==> src/rtl/bcd_conversion_arbiter_if.sv <==
// Requester-side and converter-side signals of bcd_conversion_arbiter.
// master is the arbiter's view; slave is the view of whatever surrounds it.
interface bcd_conversion_arbiter_if #(
    parameter int unsigned N_REQ = 4,
    parameter int unsigned W     = 14,
    parameter int unsigned BCD_W = 16
);
    logic [N_REQ-1:0]   req_i;
    logic [N_REQ*W-1:0] bin_i;
    logic [N_REQ-1:0]   grant_o;
    logic [N_REQ-1:0]   done_o;
    logic [BCD_W-1:0]   bcd_o;
    logic               err_o;
    logic               busy_o;
    logic               conv_start_o;
    logic [W-1:0]       conv_bin_o;
    logic               conv_ready_i;
    logic               conv_done_i;
    logic [BCD_W-1:0]   conv_bcd_i;

    modport master (
        input  req_i,
        input  bin_i,
        input  conv_ready_i,
        input  conv_done_i,
        input  conv_bcd_i,
        output grant_o,
        output done_o,
        output bcd_o,
        output err_o,
        output busy_o,
        output conv_start_o,
        output conv_bin_o
    );

    modport slave (
        output req_i,
        output bin_i,
        output conv_ready_i,
        output conv_done_i,
        output conv_bcd_i,
        input  grant_o,
        input  done_o,
        input  bcd_o,
        input  err_o,
        input  busy_o,
        input  conv_start_o,
        input  conv_bin_o
    );
endinterface

==> src/rtl/bcd_conversion_arbiter.sv <==
// Round-robin sharing of one binary-to-BCD converter among N_REQ requesters,
// with a watchdog that aborts a conversion whose done pulse never arrives.
module bcd_conversion_arbiter #(
    parameter int unsigned N_REQ   = 4,
    parameter int unsigned W       = 14,
    parameter int unsigned BCD_W   = 16,
    parameter int unsigned TIMEOUT = 64
) (
    input logic                      clk_i,
    input logic                      reset_ni,
    bcd_conversion_arbiter_if.master bus_if
);
    localparam int unsigned IdxW = $clog2(N_REQ);
    localparam int unsigned TmrW = $clog2(TIMEOUT + 1);
    localparam logic [N_REQ-1:0] OneHotBase = N_REQ'(1);

    typedef enum logic [1:0] {
        StIdle,
        StIssue,
        StWait,
        StRespond
    } state_e;

    state_e            state_q, state_d;
    logic [IdxW-1:0]   rr_ptr_q, rr_ptr_d;
    logic [IdxW-1:0]   idx_q, idx_d;
    logic [W-1:0]      opnd_q, opnd_d;
    logic [BCD_W-1:0]  res_q, res_d;
    logic              err_q, err_d;
    logic [TmrW-1:0]   timer_q, timer_d;

    logic [W-1:0]      opnd_arr [N_REQ];
    logic              win_found;
    logic [IdxW-1:0]   win_idx;
    logic [IdxW-1:0]   cand_idx;
    int unsigned       scan_k;
    logic [N_REQ-1:0]  owner_oh;

    for (genvar g = 0; g < N_REQ; g++) begin : g_opnd
        assign opnd_arr[g] = bus_if.bin_i[g*W +: W];
    end

    // First requester at or above rr_ptr, wrapping modulo N_REQ.
    always_comb begin
        win_found = 1'b0;
        win_idx   = rr_ptr_q;
        cand_idx  = '0;
        scan_k    = 0;
        for (int unsigned i = 0; i < N_REQ; i++) begin
            scan_k = 32'(rr_ptr_q) + i;
            if (scan_k >= N_REQ) begin
                scan_k = scan_k - N_REQ;
            end
            cand_idx = IdxW'(scan_k);
            if (!win_found && bus_if.req_i[cand_idx]) begin
                win_found = 1'b1;
                win_idx   = cand_idx;
            end
        end
    end

    always_comb begin
        state_d  = state_q;
        rr_ptr_d = rr_ptr_q;
        idx_d    = idx_q;
        opnd_d   = opnd_q;
        res_d    = res_q;
        err_d    = err_q;
        timer_d  = timer_q;
        unique case (state_q)
            StIdle: begin
                if (win_found && bus_if.conv_ready_i) begin
                    idx_d   = win_idx;
                    opnd_d  = opnd_arr[win_idx];
                    state_d = StIssue;
                end
            end
            StIssue: begin
                timer_d = '0;
                state_d = StWait;
            end
            StWait: begin
                timer_d = timer_q + 1'b1;
                // A done pulse in the final watchdog cycle still counts as success.
                if (bus_if.conv_done_i) begin
                    res_d   = bus_if.conv_bcd_i;
                    err_d   = 1'b0;
                    state_d = StRespond;
                end else if (timer_q == TmrW'(TIMEOUT - 1)) begin
                    res_d   = '0;
                    err_d   = 1'b1;
                    state_d = StRespond;
                end
            end
            StRespond: begin
                rr_ptr_d = (idx_q == IdxW'(N_REQ - 1)) ? '0 : idx_q + 1'b1;
                state_d  = StIdle;
            end
            default: begin
                state_d = StIdle;
            end
        endcase
    end

    always_ff @(posedge clk_i) begin
        if (!reset_ni) begin
            state_q  <= StIdle;
            rr_ptr_q <= '0;
            idx_q    <= '0;
            opnd_q   <= '0;
            res_q    <= '0;
            err_q    <= 1'b0;
            timer_q  <= '0;
        end else begin
            state_q  <= state_d;
            rr_ptr_q <= rr_ptr_d;
            idx_q    <= idx_d;
            opnd_q   <= opnd_d;
            res_q    <= res_d;
            err_q    <= err_d;
            timer_q  <= timer_d;
        end
    end

    assign owner_oh            = OneHotBase << idx_q;
    assign bus_if.grant_o      = (state_q != StIdle) ? owner_oh : '0;
    assign bus_if.done_o       = (state_q == StRespond) ? owner_oh : '0;
    assign bus_if.err_o        = (state_q == StRespond) && err_q;
    assign bus_if.bcd_o        = res_q;
    assign bus_if.busy_o       = (state_q != StIdle);
    assign bus_if.conv_start_o = (state_q == StIssue);
    assign bus_if.conv_bin_o   = opnd_q;

endmodule

==> src/flat_wrapper.sv <==
// flat-port wrapper written by rule: the top's interface ports become plain ports
module bcd_conversion_arbiter_flat 
#(
    parameter int unsigned N_REQ   = 4,
    parameter int unsigned W       = 14,
    parameter int unsigned BCD_W   = 16,
    parameter int unsigned TIMEOUT = 64
)
  (clk_i, reset_ni, bus_if_req_i, bus_if_bin_i, bus_if_conv_ready_i, bus_if_conv_done_i, bus_if_conv_bcd_i, bus_if_grant_o, bus_if_done_o, bus_if_bcd_o, bus_if_err_o, bus_if_busy_o, bus_if_conv_start_o, bus_if_conv_bin_o);
  bcd_conversion_arbiter_if #(.N_REQ(N_REQ), .W(W), .BCD_W(BCD_W)) bus_if_i ();
  input logic clk_i;
  input logic reset_ni;
  input wire logic [$bits(bus_if_i.req_i)-1:0] bus_if_req_i;
  input wire logic [$bits(bus_if_i.bin_i)-1:0] bus_if_bin_i;
  input wire logic [$bits(bus_if_i.conv_ready_i)-1:0] bus_if_conv_ready_i;
  input wire logic [$bits(bus_if_i.conv_done_i)-1:0] bus_if_conv_done_i;
  input wire logic [$bits(bus_if_i.conv_bcd_i)-1:0] bus_if_conv_bcd_i;
  output wire logic [$bits(bus_if_i.grant_o)-1:0] bus_if_grant_o;
  output wire logic [$bits(bus_if_i.done_o)-1:0] bus_if_done_o;
  output wire logic [$bits(bus_if_i.bcd_o)-1:0] bus_if_bcd_o;
  output wire logic [$bits(bus_if_i.err_o)-1:0] bus_if_err_o;
  output wire logic [$bits(bus_if_i.busy_o)-1:0] bus_if_busy_o;
  output wire logic [$bits(bus_if_i.conv_start_o)-1:0] bus_if_conv_start_o;
  output wire logic [$bits(bus_if_i.conv_bin_o)-1:0] bus_if_conv_bin_o;
  assign bus_if_i.req_i = bus_if_req_i;
  assign bus_if_i.bin_i = bus_if_bin_i;
  assign bus_if_i.conv_ready_i = bus_if_conv_ready_i;
  assign bus_if_i.conv_done_i = bus_if_conv_done_i;
  assign bus_if_i.conv_bcd_i = bus_if_conv_bcd_i;
  assign bus_if_grant_o = bus_if_i.grant_o;
  assign bus_if_done_o = bus_if_i.done_o;
  assign bus_if_bcd_o = bus_if_i.bcd_o;
  assign bus_if_err_o = bus_if_i.err_o;
  assign bus_if_busy_o = bus_if_i.busy_o;
  assign bus_if_conv_start_o = bus_if_i.conv_start_o;
  assign bus_if_conv_bin_o = bus_if_i.conv_bin_o;
  bcd_conversion_arbiter #(.N_REQ(N_REQ), .W(W), .BCD_W(BCD_W), .TIMEOUT(TIMEOUT)) u_core (.clk_i(clk_i), .reset_ni(reset_ni), .bus_if(bus_if_i));
endmodule
==> config.mk <==
export PLATFORM = sky130hd
export DESIGN_NAME = bcd_conversion_arbiter_flat
export DESIGN_NICKNAME = d
export VERILOG_FILES = /design/src/rtl/bcd_conversion_arbiter_if.sv /design/src/rtl/bcd_conversion_arbiter.sv /design/src/flat_wrapper.sv
export SDC_FILE = /design/constraint.sdc
export NUM_CORES = 1
export LEC_CHECK = 0
export BUFFER_PORTS_ARGS = -buffer_cell sky130_fd_sc_hd__buf_2
export CORE_ASPECT_RATIO = 1.2
export CORE_MARGIN = 3
export CORE_UTILIZATION = 25
export CTS_BUF_LIST = sky130_fd_sc_hd__clkbuf_8
export CTS_CLUSTER_SIZE = 30
export DETAILED_ROUTE_END_ITERATION = 8
export PLACE_DENSITY = 0.46
export SLEW_MARGIN = 20
export SYNTH_ARGS = -nofsm -noshare
export SYNTH_HDL_FRONTEND = slang
export SYNTH_SLANG_ARGS = --single-unit
==> constraint.sdc <==
create_clock -name clk_i -period 4.05 [get_ports clk_i]
set_input_delay 0.81 -clock clk_i [delete_from_list [all_inputs] [get_ports clk_i]]
set_output_delay 0.81 -clock clk_i [all_outputs]
set_load 0.01 [all_outputs]
==> metrics.cfg <==
[clock_tree]
clockBufferDepth = 2
insertion_delay_ns = 0.30
cts_tree = yes
cts_buffers = 5
cts_resized = 0
htree_levels = 2
cts_setup_buffers = 0
numClockSinks = 44
clk_pin_slew_ns = 0.08
cts_hold_repair.buffers = 0
root_buffer = clkbuf_8

[cells_and_area]
area_delta_synth_final_pct = 33.9
final_nets = 437
mostFrequentLayoutCells = buf_2 (120), dfxtp_1 (44), mux2i_1 (33)
n_antenna_cell = 0
ff_latch_area_um2 = 881
layout-drive-gt1-share = 0.411
nFillCells = 953
final_common_cell = buf_2
multi_input_area_um2 = 1240

[worst_setup_path]
r2r_cells = 6
cp_data_required_time_ns = 4.26
critPathMaxFanout = 14
crit_arrival_ns = 2.48
crit_type = in -> reg
rr_endpoint = u_core.bus_if.conv_bin_o[13]$_SDFFE_PN0P_
path_delay_family = simple AND/OR/NAND/NOR gates
startpoint_type = input port
cp_num_buf_inv = 1
slowest_delay_ns = 0.63
crit_path_end_kind = flop
crit_path_top_delay_cell = and2_0
reg2reg_slack_ns = 1.97
worstReg2RegStart = u_core.state_q[0]$_SDFFE_PN0P_
crit_chain = buf_2 -> o41ai_1 -> or2_1 -> and2_0 -> nand2_1 -> o221ai_2

[timing]
finalSetupTns_ns = 0
fin_crit_ns = 2.27
drv_slew = 0
holdWs_ns = 0.457
fin_skew_ns = 0.00563
fin_crit_sh = 0.560
hold_viol_final = 0
worstMarginPinSlew_ns = 0.771
rsz0062_at_grt = false
finalSetupViolCount = 0
fmax_mhz = 441
slew_headroom = 0.486

[global_route]
antenna_found_initial = 0
grt_pass1_wl_um = 9470
grt_pass1_vias = 2012
grt_use_total = 0.115
grt_max_degree = 30
overflow = 0

[min_path]
min_path_type = reg -> reg
min_to = u_core.err_q$_SDFFE_PN0P_
min_from = u_core.err_q$_SDFFE_PN0P_
hold_path_depth = 2

[floorplanning]
start_util = 0.260
die-area_um2 = 10200
rows = 37
dieWidth_um = 92.8
coreArea_um2 = 8700
die_h_um = 110
num_io_pins = 121

[yosys]
ys_ff_latch = 44
synth_cell_types = 38
synth-edff-count = 0
synthFlopType = dfxtp_1
async_flop_share = 0
ys_warn_count = 0
synth_nets = 322
syn_inst = 233
avgSynthCellArea_um2 = 9.70
yosysSeqAreaShare = 0.390
netlist_area_um2 = 2260

[placed_design]
io_buffers = 120
dpl.hpwl_um = 4700
gp_congestion = 0.721

[drt]
dr.pass1.iters = 4
wl_per_cell_um = 13.1
vias_per_cell = 4.46
drc = 0
wl_um = 6090
dr_total_vias = 2075
ant_nets = 0
first_iter_violations = 142

[run_status]
outcome = finished, final reports clean

[job]
max_cap_viol_count = 0

[power_and_ir_drop]
fin_total_pwr_w = 0.00136
ir_drop_v = 0.000142
power.density_nw_per_um2 = 449
p_leak_nw = 1.41

cell type report:
| class | instances | area share |
|---|---|---|
| timing repair buffer | 122 | 0.203 |
| clock buffer | 7 | 0.0318 |
| sequential | 44 | 0.291 |
| multi-input combinational | 163 | 0.411 |
| inverter | 12 | 0.0149 |
| tap | 117 | 0.0483 |
state kept, by name (all words and copies together) (netlist names):
name,flops
u_core.bus_if.bcd_o,16
u_core.bus_if.conv_bin_o,14
u_core.err_q,1
u_core.idx_q,2
u_core.rr_ptr_q,2
u_core.state_q,2
u_core.timer_q,7
per-stage QoR:
| stage | util | cells | setup slack (ns) | cell area [µm²] |
|---|---|---|---|---|
| floorplan | - | 233 | 2.01 | 2260 |
| global placement | 0.337 | 458 | 1.51 | 2930 |
| detailed placement | 0.337 | 458 | 1.39 | 2930 |
| CTS | 0.348 | 465 | 1.70 | 3030 |
| global route | 0.348 | 465 | 1.55 | 3030 |
| finish | 0.348 | 465 | 1.78 | 3030 |
tightest hold or removal path, stage by stage, from the launching register on:
cell and delay [ns]:
dfxtp_1 0.31, inv_1 0.05, a211oi_1 0.05
Yosys cell counts, types with 2 or more instances:
master    number  area share
a21oi_1        3      0.0066
a22oi_1       17       0.056
and2_1         6       0.017
buf_2          4      0.0089
buf_6          4       0.020
clkbuf_1       5      0.0083
dfxtp_1       44        0.39
ha_1           9       0.050
inv_1         12       0.020
mux2i_1       33        0.15
nand2_1       16       0.027
nand4_1        2      0.0055
nor2_1        31       0.051
nor2b_1        5       0.014
o21ai_0        2      0.0044
o21ai_1        2      0.0044
o221ai_1       3       0.012
o221ai_2      11       0.073
or3_1          2      0.0055
xnor2_1        2      0.0077
xor2_1         3       0.012
cell families after synthesis:
family / after synthesis / synth area share
compound gates: 46 / 0.188
xor+xnor: 5 / 0.0194
fa+ha+maj: 9 / 0.0498
buf+inv: 26 / 0.0603
flops: 44 / 0.390
mux: 34 / 0.151
simple gates: 69 / 0.142
how the worst max path moves through the flow:
stage / to / cells past startpoint / start
finish: u_core.bus_if.conv_bin_o[6]$_SDFFE_PN0P_ / 6 / bus_if_req_i[2]
global route: u_core.bus_if.conv_bin_o[7]$_SDFFE_PN0P_ / 6 / bus_if_req_i[2]
CTS: u_core.bus_if.conv_bin_o[7]$_SDFFE_PN0P_ / 6 / bus_if_req_i[2]
detailed placement: u_core.bus_if.conv_bin_o[7]$_SDFFE_PN0P_ / 6 / bus_if_req_i[2]
global placement: u_core.bus_if.conv_bin_o[9]$_SDFFE_PN0P_ / 6 / bus_if_req_i[2]
floorplan: u_core.bus_if.conv_bin_o[10]$_SDFFE_PN0P_ / 7 / bus_if_req_i[2]
layer usage:
layer / share of wire / global-route usage / up-vias / wire length, µm
li1: - / - / 1056 / -
met2: 0.48 / 0.203 / 85 / 2930
met5: 0 / 0 / - / 0
met1: 0.42 / 0.135 / 932 / 2580
met3: 0.092 / 0.0380 / 2 / 559
met4: 0.0036 / 0.0251 / 0 / 22
where the power goes:
group	switching [W]	internal, W	leakage [nW]
Clock	0.000149	0.000152	0.0503
Sequential	0.0000408	0.000503	0.358
Combinational	0.000291	0.000224	1.01
Total	0.000480	0.000879	1.41
Note: power is estimated with default switching activity, not from simulation.
